## src/rtl/ballot_controller_pkg.sv

```systemverilog
`default_nettype none
// +----------------------------------------------------------------------------+
// | Module      : ballot_controller_pkg                                        |
// | Description : Shared types, defaults and helpers for the ballot controller |
// | Revision    : 1.0 - initial release                                        |
// +----------------------------------------------------------------------------+
package ballot_controller_pkg;

  // Ballot sequencing states
  typedef enum logic [1:0] {
    IDLE    = 2'd0,
    ARMED   = 2'd1,
    COMMIT  = 2'd2,
    CONFIRM = 2'd3
  } state_e;

  // Index width for a given candidate count (at least one bit)
  function automatic int cand_idx_w(input int n);
    return (n > 1) ? $clog2(n) : 1;
  endfunction

  localparam int BC_NUM_CAND    = 4;
  localparam int BC_CAND_IDX_W  = cand_idx_w(BC_NUM_CAND);

  // Increment that sticks at max_val instead of wrapping
  function automatic logic [31:0] sat_inc(input logic [31:0] val, input logic [31:0] max_val);
    return (val >= max_val) ? val : val + 32'd1;
  endfunction

endpackage
`default_nettype wire

```

## src/rtl/ballot_controller_sat_counter.sv

```systemverilog
`default_nettype none
// +----------------------------------------------------------------------------+
// | Module      : sat_counter                                                  |
// | Description : Enable-driven statistics counter that saturates at all-ones  |
// | Revision    : 1.0 - initial release                                        |
// +----------------------------------------------------------------------------+
module sat_counter
  import ballot_controller_pkg::*;
#(
  parameter int CNT_W = 8
) (
  input  logic             clk_i,
  input  logic             rst_ni,
  input  logic             en_i,
  output logic [CNT_W-1:0] count_o
);

  localparam logic [CNT_W-1:0] MAX_VAL = '1;

  logic [CNT_W-1:0] count_q, count_d;

  // Next count: bump by one when enabled, holding at the ceiling
  always_comb begin
    count_d = count_q;
    if (en_i) begin
      count_d = CNT_W'(sat_inc(32'(count_q), 32'(MAX_VAL)));
    end
  end

  // Count register with asynchronous clear
  always_ff @(posedge clk_i or negedge rst_ni) begin
    if (!rst_ni) begin
      count_q <= '0;
    end else begin
      count_q <= count_d;
    end
  end

  assign count_o = count_q;

endmodule
`default_nettype wire

```

## src/rtl/ballot_controller.sv

```systemverilog
`default_nettype none
// +----------------------------------------------------------------------------+
// | Module      : ballot_controller                                            |
// | Description : Issues one ballot per officer arm, forwards a single         |
// |               unambiguous press as a one-hot strobe, shows confirmation    |
// |               and keeps cast / expired / rejected statistics.             |
// | Revision    : 1.0 - initial release                                        |
// +----------------------------------------------------------------------------+
module ballot_controller
  import ballot_controller_pkg::*;
#(
  parameter int NUM_CAND       = BC_NUM_CAND,
  parameter int TIMEOUT_CYCLES = 1000,
  parameter int HOLD_CYCLES    = 50,
  parameter int CNT_W          = 8,
  localparam int IDX_W         = cand_idx_w(NUM_CAND)
) (
  input  logic                clock_i,
  input  logic                reset_ni,
  input  logic                mode_i,
  input  logic                arm_i,
  input  logic [NUM_CAND-1:0] vote_req_i,
  output logic [NUM_CAND-1:0] cand_vote_valid_o,
  output logic                ballot_ready_o,
  output logic                confirm_o,
  output logic [IDX_W-1:0]    confirm_cand_o,
  output logic [CNT_W-1:0]    ballots_cast_o,
  output logic [CNT_W-1:0]    ballots_expired_o,
  output logic [CNT_W-1:0]    rejected_presses_o
);

  localparam int TMR_W = (TIMEOUT_CYCLES > 1) ? $clog2(TIMEOUT_CYCLES) : 1;
  localparam int HLD_W = (HOLD_CYCLES > 1) ? $clog2(HOLD_CYCLES) : 1;
  localparam logic [TMR_W-1:0] TMR_LAST = TMR_W'(TIMEOUT_CYCLES - 1);
  localparam logic [HLD_W-1:0] HLD_LAST = HLD_W'(HOLD_CYCLES - 1);

  state_e              state_q, state_d;
  logic [TMR_W-1:0]    timer_q, timer_d;
  logic [HLD_W-1:0]    hold_q, hold_d;
  logic [IDX_W-1:0]    cand_q, cand_d;
  logic [NUM_CAND-1:0] strobe_q, strobe_d;
  logic                ready_q, ready_d;
  logic                confirm_q, confirm_d;

  logic                req_any;
  logic                req_one;
  logic [IDX_W-1:0]    req_idx;
  logic                expired_en;
  logic                rejected_en;
  logic                cast_en;

  // Classify the request lines: any bit, exactly one bit, and its index
  always_comb begin
    req_any = |vote_req_i;
    req_one = req_any && ((vote_req_i & (vote_req_i - NUM_CAND'(1))) == '0);
    req_idx = '0;
    for (int i = 0; i < NUM_CAND; i++) begin
      if (vote_req_i[i]) begin
        req_idx = IDX_W'(i);
      end
    end
  end

  // Next-state, timers and statistic enables
  always_comb begin
    state_d     = state_q;
    timer_d     = timer_q;
    hold_d      = hold_q;
    cand_d      = cand_q;
    expired_en  = 1'b0;
    rejected_en = 1'b0;

    case (state_q)
      IDLE: begin
        rejected_en = req_any;
        if (arm_i && !mode_i) begin
          state_d = ARMED;
          timer_d = '0;
        end
      end

      ARMED: begin
        if (req_one) begin
          // A clean press wins over cancel and expiry in the same cycle
          state_d = COMMIT;
          cand_d  = req_idx;
        end else if (req_any) begin
          // Ambiguous press: refuse it but keep the ballot alive; the timer
          // keeps running and sticks at its last value so expiry still follows
          rejected_en = 1'b1;
          if (timer_q != TMR_LAST) begin
            timer_d = timer_q + TMR_W'(1);
          end
        end else if (mode_i) begin
          state_d    = IDLE;
          expired_en = 1'b1;
        end else if (timer_q == TMR_LAST) begin
          state_d    = IDLE;
          expired_en = 1'b1;
        end else begin
          timer_d = timer_q + TMR_W'(1);
        end
      end

      COMMIT: begin
        rejected_en = req_any;
        state_d     = CONFIRM;
        hold_d      = '0;
      end

      CONFIRM: begin
        rejected_en = req_any;
        if (hold_q == HLD_LAST) begin
          state_d = IDLE;
        end else begin
          hold_d = hold_q + HLD_W'(1);
        end
      end

      default: begin
        state_d = IDLE;
      end
    endcase
  end

  // Registered output values; the strobe follows the COMMIT cycle by one
  always_comb begin
    ready_d   = (state_d == ARMED);
    confirm_d = (state_d == CONFIRM);
    strobe_d  = '0;
    if (state_q == COMMIT) begin
      strobe_d = NUM_CAND'(1) << cand_q;
    end
  end

  // State, timer and output registers with asynchronous clear
  always_ff @(posedge clock_i or negedge reset_ni) begin
    if (!reset_ni) begin
      state_q   <= IDLE;
      timer_q   <= '0;
      hold_q    <= '0;
      cand_q    <= '0;
      strobe_q  <= '0;
      ready_q   <= 1'b0;
      confirm_q <= 1'b0;
    end else begin
      state_q   <= state_d;
      timer_q   <= timer_d;
      hold_q    <= hold_d;
      cand_q    <= cand_d;
      strobe_q  <= strobe_d;
      ready_q   <= ready_d;
      confirm_q <= confirm_d;
    end
  end

  // A cast is counted on the edge that ends the strobe cycle
  assign cast_en = |strobe_q;

  sat_counter #(.CNT_W(CNT_W)) u_cnt_cast (
    .clk_i   (clock_i),
    .rst_ni  (reset_ni),
    .en_i    (cast_en),
    .count_o (ballots_cast_o)
  );

  sat_counter #(.CNT_W(CNT_W)) u_cnt_expired (
    .clk_i   (clock_i),
    .rst_ni  (reset_ni),
    .en_i    (expired_en),
    .count_o (ballots_expired_o)
  );

  sat_counter #(.CNT_W(CNT_W)) u_cnt_rejected (
    .clk_i   (clock_i),
    .rst_ni  (reset_ni),
    .en_i    (rejected_en),
    .count_o (rejected_presses_o)
  );

  assign cand_vote_valid_o = strobe_q;
  assign ballot_ready_o    = ready_q;
  assign confirm_o         = confirm_q;
  assign confirm_cand_o    = cand_q;

endmodule
`default_nettype wire

```

## config.mk

```make
export PLATFORM = sky130hd
export DESIGN_NAME = ballot_controller
export DESIGN_NICKNAME = d
export VERILOG_FILES = /design/src/rtl/ballot_controller_pkg.sv /design/src/rtl/ballot_controller_sat_counter.sv /design/src/rtl/ballot_controller.sv
export SDC_FILE = /design/constraint.sdc
export NUM_CORES = 1
export LEC_CHECK = 0
export CAP_MARGIN = 20
export CORE_MARGIN = 2
export CORE_UTILIZATION = 54
export DETAILED_ROUTE_END_ITERATION = 10
export PLACE_DENSITY = 0.8
export SLEW_MARGIN = 20
export SYNTH_ARGS = -nofsm -noshare
export SYNTH_HDL_FRONTEND = slang
export SYNTH_SLANG_ARGS = --single-unit
```

## constraint.sdc

```tcl
create_clock -name clock_i -period 2.57 [get_ports clock_i]
set_input_delay 0.514 -clock clock_i [delete_from_list [all_inputs] [get_ports clock_i]]
set_output_delay 0.514 -clock clock_i [all_outputs]
set_load 0.02 [all_outputs]
```

== Yosys cells after proc, flatten, opt, wreduce, memory -nomap -nowiden ==
Index checks and enable logic that the tools add are counted.

* Flip-flop bits (word level): 50
* Input port bits: 8

* $add $sub $neg: 6
* Magnitude comparators: 3
* Eq/ne operators: 14
* Shifts and indexed selects: 1
* Multiplexer cells: 28
* Bitwise gates (word level): 4
* Reduce and logical (&&, ||, !) cells: 16

{| class="wikitable"
|+ Operators with widths
! operator !! number
|-
| $mux W10 || 6
|-
| $add A8 B1 Y8 const B || 3
|-
| $ge A8 B8 Y1 const B || 3
|-
| $pmux W10 S2 || 1
|-
| $mux W2 || 8
|-
| $pmux W6 S2 || 1
|-
| $add A10 B1 Y10 const B || 1
|-
| $eq A10 B10 Y1 const B || 1
|-
| $ne A10 B10 Y1 const B || 1
|-
| $reduce_and A2 Y1 || 5
|-
| $ne A3 B3 Y1 const B || 3
|-
| $mux W1 || 8
|-
| $pmux W2 S4 || 1
|-
| $reduce_or A4 Y1 || 2
|-
| $add A6 B1 Y6 const B || 1
|-
| $eq A2 B2 Y1 const B || 3
|-
| $eq A6 B6 Y1 const B || 1
|-
| $mux W6 || 1
|-
| $ne A2 B2 Y1 const B || 3
|-
| $reduce_and A6 Y1 || 1
|-
| $and A4 B4 Y4 || 1
|-
| $eq A2 B1 Y1 const B || 2
|-
| $logic_not A4 Y1 || 1
|-
| $mux W4 || 1
|-
| 9 further kinds || 13
|}

== Longest topological paths before layout ==
Gate-level depths: netlist of the first run.

* Depth after elaboration: 7
* Depth in mapped cells: 7
* Gate-level depth less buffers: 7

== Modules after synthesis ==
From an unflattened synthesis of the first run, not the netlist that was laid out.

* Cells, all modules: 270
* Area, all modules: 2834.0 µm²

{| class="wikitable"
|+ By module, submodules not included
! module !! instances !! cells an instance !! area each (µm²)
|-
| ballot_controller || 1 || 165 || 1546.5
|-
| sat_counter || 3 || 35 || 429.2
|}

== Least setup slack after synthesis of the first run ==
Ideal clock, no wire load.

* Kind: reg2reg
* From: reg u_cnt_rejected.count_q[0], in the netlist u_cnt_rejected.count_o[0]
* To: reg u_cnt_rejected.count_q[1], in the netlist u_cnt_rejected.count_o[1]
* Data arrival time: 1.808 ns
* Data required time: 2.445 ns
* Slack: 0.638 ns
* Cell stages (with the launch flop): 6
* Period minus slack after synthesis: 1.932 ns
* Cells stage by stage: dfrtp_1 -> ha_1 -> and3_1 -> and3_1 -> a211oi_2 -> mux2_2

* Word-level cells in the longest chain between the ends: 3

{| class="wikitable"
|+ Ends and longest elaborated chain
! element !! RTL line !! source
|-
| from (decl) || ballot_controller_sat_counter.sv:20 || <nowiki>logic [CNT_W-1:0] count_q, count_d;</nowiki>
|-
| from (signal assigned) || ballot_controller_sat_counter.sv:35 || <nowiki>count_q <= count_d;</nowiki>
|-
| $ge A8 B8 Y1 || ballot_controller_pkg.sv:27 || <nowiki>return (val >= max_val) ? val : val + 32'd1;</nowiki>
|-
| $not A1 Y1 (no source line) || -- ||
|-
| $reduce_and A2 Y1 (no source line) || -- ||
|}

Several ways; a longest one is shown, not always the timed one.
A chain may end at the register's enable or synchronous reset.

== Final worst setup path of the first run ==
* From: in vote_req_i[0]
* To: reg timer_q[8]

* Word-level cells in the longest chain between the ends: 6

{| class="wikitable"
|+ Ends and longest elaborated chain
! element !! RTL line !! source
|-
| from (decl) || ballot_controller.sv:22 || <nowiki>input logic [NUM_CAND-1:0] vote_req_i,</nowiki>
|-
| $sub A4 B1 Y4 || ballot_controller.sv:55 || <nowiki>req_one = req_any && ((vote_req_i & (vote_req_i - NUM_CAND'(1))) == '0);</nowiki>
|-
| $and A4 B4 Y4 || ballot_controller.sv:55 ||
|-
| $logic_not A4 Y1 || ballot_controller.sv:55 ||
|-
| $logic_and A1 B1 Y1 || ballot_controller.sv:55 ||
|-
| $ne A2 B2 Y1 (no source line) || -- ||
|-
| $reduce_and A6 Y1 (no source line) || -- ||
|-
| to (signal assigned) || ballot_controller.sv:148 || <nowiki>timer_q <= timer_d;</nowiki>
|-
| to (decl) || ballot_controller.sv:38 || <nowiki>logic [TMR_W-1:0] timer_q, timer_d;</nowiki>
|}

Several ways; a longest one is shown, not always the timed one. The select of a mux whose other input is x is not followed.

==> impl_metrics.json, run 1 <==
{
  "status": "complete, no violations",
  "r2r-start": "state_q[0]$_DFF_PN0_",
  "yosysSeqAreaShare": 0.4845,
  "worstSetupPathType": "in -> reg",
  "synth_mux_area_frac": 0.04506,
  "p_int_mw": 1.264,
  "drv_slew": 0,
  "fmax_mhz": 452.8,
  "cp_num_cells": 6,
  "num_io_pins": 40,
  "yosys-top-cells-area": "dfrtp_1 48%, xnor2_1 5.1%, xor2_1 3.4%, ha_1 2.9%, nand2_1 2.8%",
  "dieArea_um2": 5352,
  "clkTransAtPathRegs_ns": 0.09,
  "drt-pass1-iter-count": 4,
  "synth_xor_area_frac": 0.08479,
  "r2r-end": "timer_q[8]$_DFFE_PN0P_",
  "synth_compound_area_frac": 0.1085,
  "crit_start": "vote_req_i[0]",
  "r2r_setup_slack_ns": 0.58,
  "first_global_vias": 1833,
  "syn_inst": 243,
  "syn-cell-area_um2": 2582,
  "port_buffers": 39,
  "vdd_drop_max_mv": 0.3529,
  "grt_pass1_wl_mm": 8.700,
  "ys_warn_count": 0,
  "die_x_um": 73.16,
  "power_frac_seq": 0.518,
  "cts_buffers": 5,
  "drc": 0,
  "start_kind": "input port",
  "synth_edf_count": 0,
  "cp-end-kind": "flip-flop",
  "setup_viol": 0,
  "top_usage_layer": "met2",
  "rows": 25,
  "required_ns": 2.80,
  "synth_simple_gate_area_share": 0.2146,
  "slew_headroom": 0.5854,
  "ant_nets": 0,
  "groute.usage.overall": 0.2117,
  "combPwrFrac": 0.217,
  "yosysUniqueCellTypes": 51,
  "syn_area_per_cell_um2": 10.63,
  "p_leak_nw": 1.386,
  "use_met1": 0.3014,
  "wirelength_mm": 5.056,
  "vias": 2015,
  "synthAdderAreaFrac": 0.03295,
  "setup_slack_ns": 0.3613,
  "postCtsSetupRepairBufs": 0,
  "drt_iter0_drc": 112,
  "grt_max_degree": 51,
  "cp_top_family": "buffers and inverters",
  "ys.flop_type": "dfrtp_1",
  "maxCapViolCount": 0,
  "grt.met2_usage": 0.3263,
  "finClkSkew_ns": 0.008706,
  "diodes": 0,
  "grt_overflow": 0,
  "yosysMostFrequentCell": "dfrtp_1",
  "reg2reg_depth": 5,
  "antenna_found_initial": 0,
  "endpoint": "timer_q[8]$_DFFE_PN0P_",
  "start_util": 0.5541,
  "yosysTopAreaCellShare": 0.4845,
  "hold_viol": 0,
  "final.setup.tns_ns": 0,
  "cts.path.max_buffers": 2,
  "async_flop_share": 1.000,
  "synthesis.nets": 257,
  "synth_top_family_by_area": "simple AND/OR/NAND/NOR gates",
  "cts.sinks": 50,
  "arrival_ns": 2.44,
  "post-place-ws_ns": 0.03750,
  "cts_tree": "built",
  "slowest_delay_ns": 0.71,
  "p_switching_mw": 0.5180,
  "slowest_stage": "clkdlybuf4s50_1",
  "clk_latency_ns": 0.30,
  "path_cells": "clkdlybuf4s50_1 > xor2_1 > o211ai_2 > nand2_4 > or4_1 > a21oi_1",
  "drive_gt1_frac": 0.1034,
  "htreeDepth": 2,
  "worstMarginPinSlew_ns": 0.6132,
  "clockRootBuffer": "clkbuf_8",
  "cts_resized": 0,
  "power_density_nw_per_um2": 565.5,
  "fill_cells": 369,
  "holdBufCountCts": 0,
  "post_drt_wl_per_cell_um": 14.70,
  "syn_to_final_growth_pct": 22.04,
  "yosys.area.top_type": "dfrtp_1",
  "die_y_um": 73.16,
  "min_period_ns": 2.209,
  "crit_buf_inv": 1,
  "period_share": 0.8594,
  "grt_use_met3": 0.04420,
  "gp_congestion": 0.8349,
  "rsz0062_at_grt": "false",
  "nets": 303,
  "synth-seq-cells": 50,
  "cp_max_fo": 10,
  "clockPowerShare": 0.265,
  "fp.coreArea_um2": 4661,
  "dpl.hpwl_mm": 3.642,
  "swShare": 0.2906,
  "synthTopCellsByCount": "50 x dfrtp_1, 19 x nand2_1, 15 x xnor2_1",
  "viasPerCell": 5.858,
  "min_path_type": "in -> async"
}
## worst min path at each step
stage                                                       to  slack (ns)  depth (start not counted)
after floorplan                       ballot_ready_o$_DFF_PN0_        0.22                          0
after global placement    u_cnt_expired.count_o[5]$_DFFE_PN0P_        0.48                          1
after detailed placement     u_cnt_cast.count_o[6]$_DFFE_PN0P_        0.48                          1
after CTS                                hold_q[2]$_DFFE_PN0P_        0.32                          2
after global routing                     hold_q[4]$_DFFE_PN0P_        0.36                          2
final                                    hold_q[4]$_DFFE_PN0P_        0.30                          2
## state kept, by name (all words and copies together), names as in the netlist
| name | count |
|---|---|
| hold_q | 6 |
| timer_q | 10 |
| ballot_ready_o | 1 |
| confirm_cand_o | 2 |
| confirm_o | 1 |
| state_q | 2 |
| cand_vote_valid_o | 4 |
| u_cnt_cast.count_o | 8 |
| u_cnt_rejected.count_o | 8 |
| u_cnt_expired.count_o | 8 |
## stage by stage
| step | hold slack, ns | instances | power (mW) | utilization | instance area, µm² |
|---|---|---|---|---|---|
| final | 0.3044 | 344 | 1.782 | 0.6762 | 3152 |
| after global routing | 0.3627 | 344 | 1.879 | 0.6762 | 3152 |
| after CTS | 0.3232 | 344 | 1.800 | 0.6762 | 3152 |
| after detailed placement | 0.4809 | 336 | 1.329 | 0.6558 | 3057 |
| after global placement | 0.4794 | 336 | 1.316 | 0.6558 | 3057 |
| after floorplan | 0.2184 | 243 | 1.137 | - | 2582 |
## power by group through the flow
stage | logic (mW) | registers, mW | clock network (mW)
2_1_floorplan | 0.138 | 0.999 | 0
3_3_place_gp | 0.382 | 0.934 | 0
3_5_place_dp | 0.392 | 0.937 | 0
4_1_cts | 0.393 | 0.923 | 0.484
5_1_grt | 0.424 | 0.934 | 0.522
6_report | 0.387 | 0.923 | 0.472
## placed cells by master, fill, tap and decap left out, types with 4 or more instances in the layout
cell	n
clkbuf_8	6
nand3_1	12
and4_1	4
xor2_1	10
nor3_1	5
nand2_1	19
xnor2_1	15
and3_1	8
a21oi_1	5
nor2_1	13
buf_4	9
dfrtp_1	50
inv_1	8
ha_1	6
nand4_1	10
clkdlybuf4s50_1	38
o21ai_0	8
mux2i_1	6
nor4b_1	4
nand2b_1	6
## final cells by class
cell class              count  area [µm²]  share of cell area
multi-input cells         176        1255              0.3982
flip-flops and latches     50        1251              0.3970
repair buffers             48       452.9              0.1437
clock buffers               6       82.58             0.02620
well taps                  54       67.56             0.02144
inverters                   8       30.03            0.009528
clock inverters             2       12.51            0.003970
## cell families (layout without fill, tap and decap cells)
logic type / count (synthesis) / count (layout)
simple gates: 95 / 95
compound gates: 38 / 38
buf+inv: 17 / 64
fa+ha+maj: 7 / 7
xor+xnor: 25 / 25
flops: 50 / 50
mux: 11 / 11
## worst reg2reg max path: cells and delay by family (launching register included)
kind	cells	cell delay, ns
simple gates	3	0.93
compound gates	2	0.41
flops	1	0.58
## metal layers
metal / vias up / wire length (µm)
met1: 991 / 2303
li1: 979 / -
met5: - / 0
met4: 0 / 63
met2: 38 / 2453
met3: 7 / 235
Note: power is estimated with default switching activity, not from simulation.
==> run 2, diff against run 1 <==
--- a/config.mk
+++ b/config.mk
@@ -14,3 +14,4 @@
 export SYNTH_ARGS = -nofsm -noshare
 export SYNTH_HDL_FRONTEND = slang
 export SYNTH_SLANG_ARGS = --single-unit
+export TNS_END_PERCENT = 5
==> results of run 2 <==
The final DEF is identical to that of run 1; final timing and power are the same.
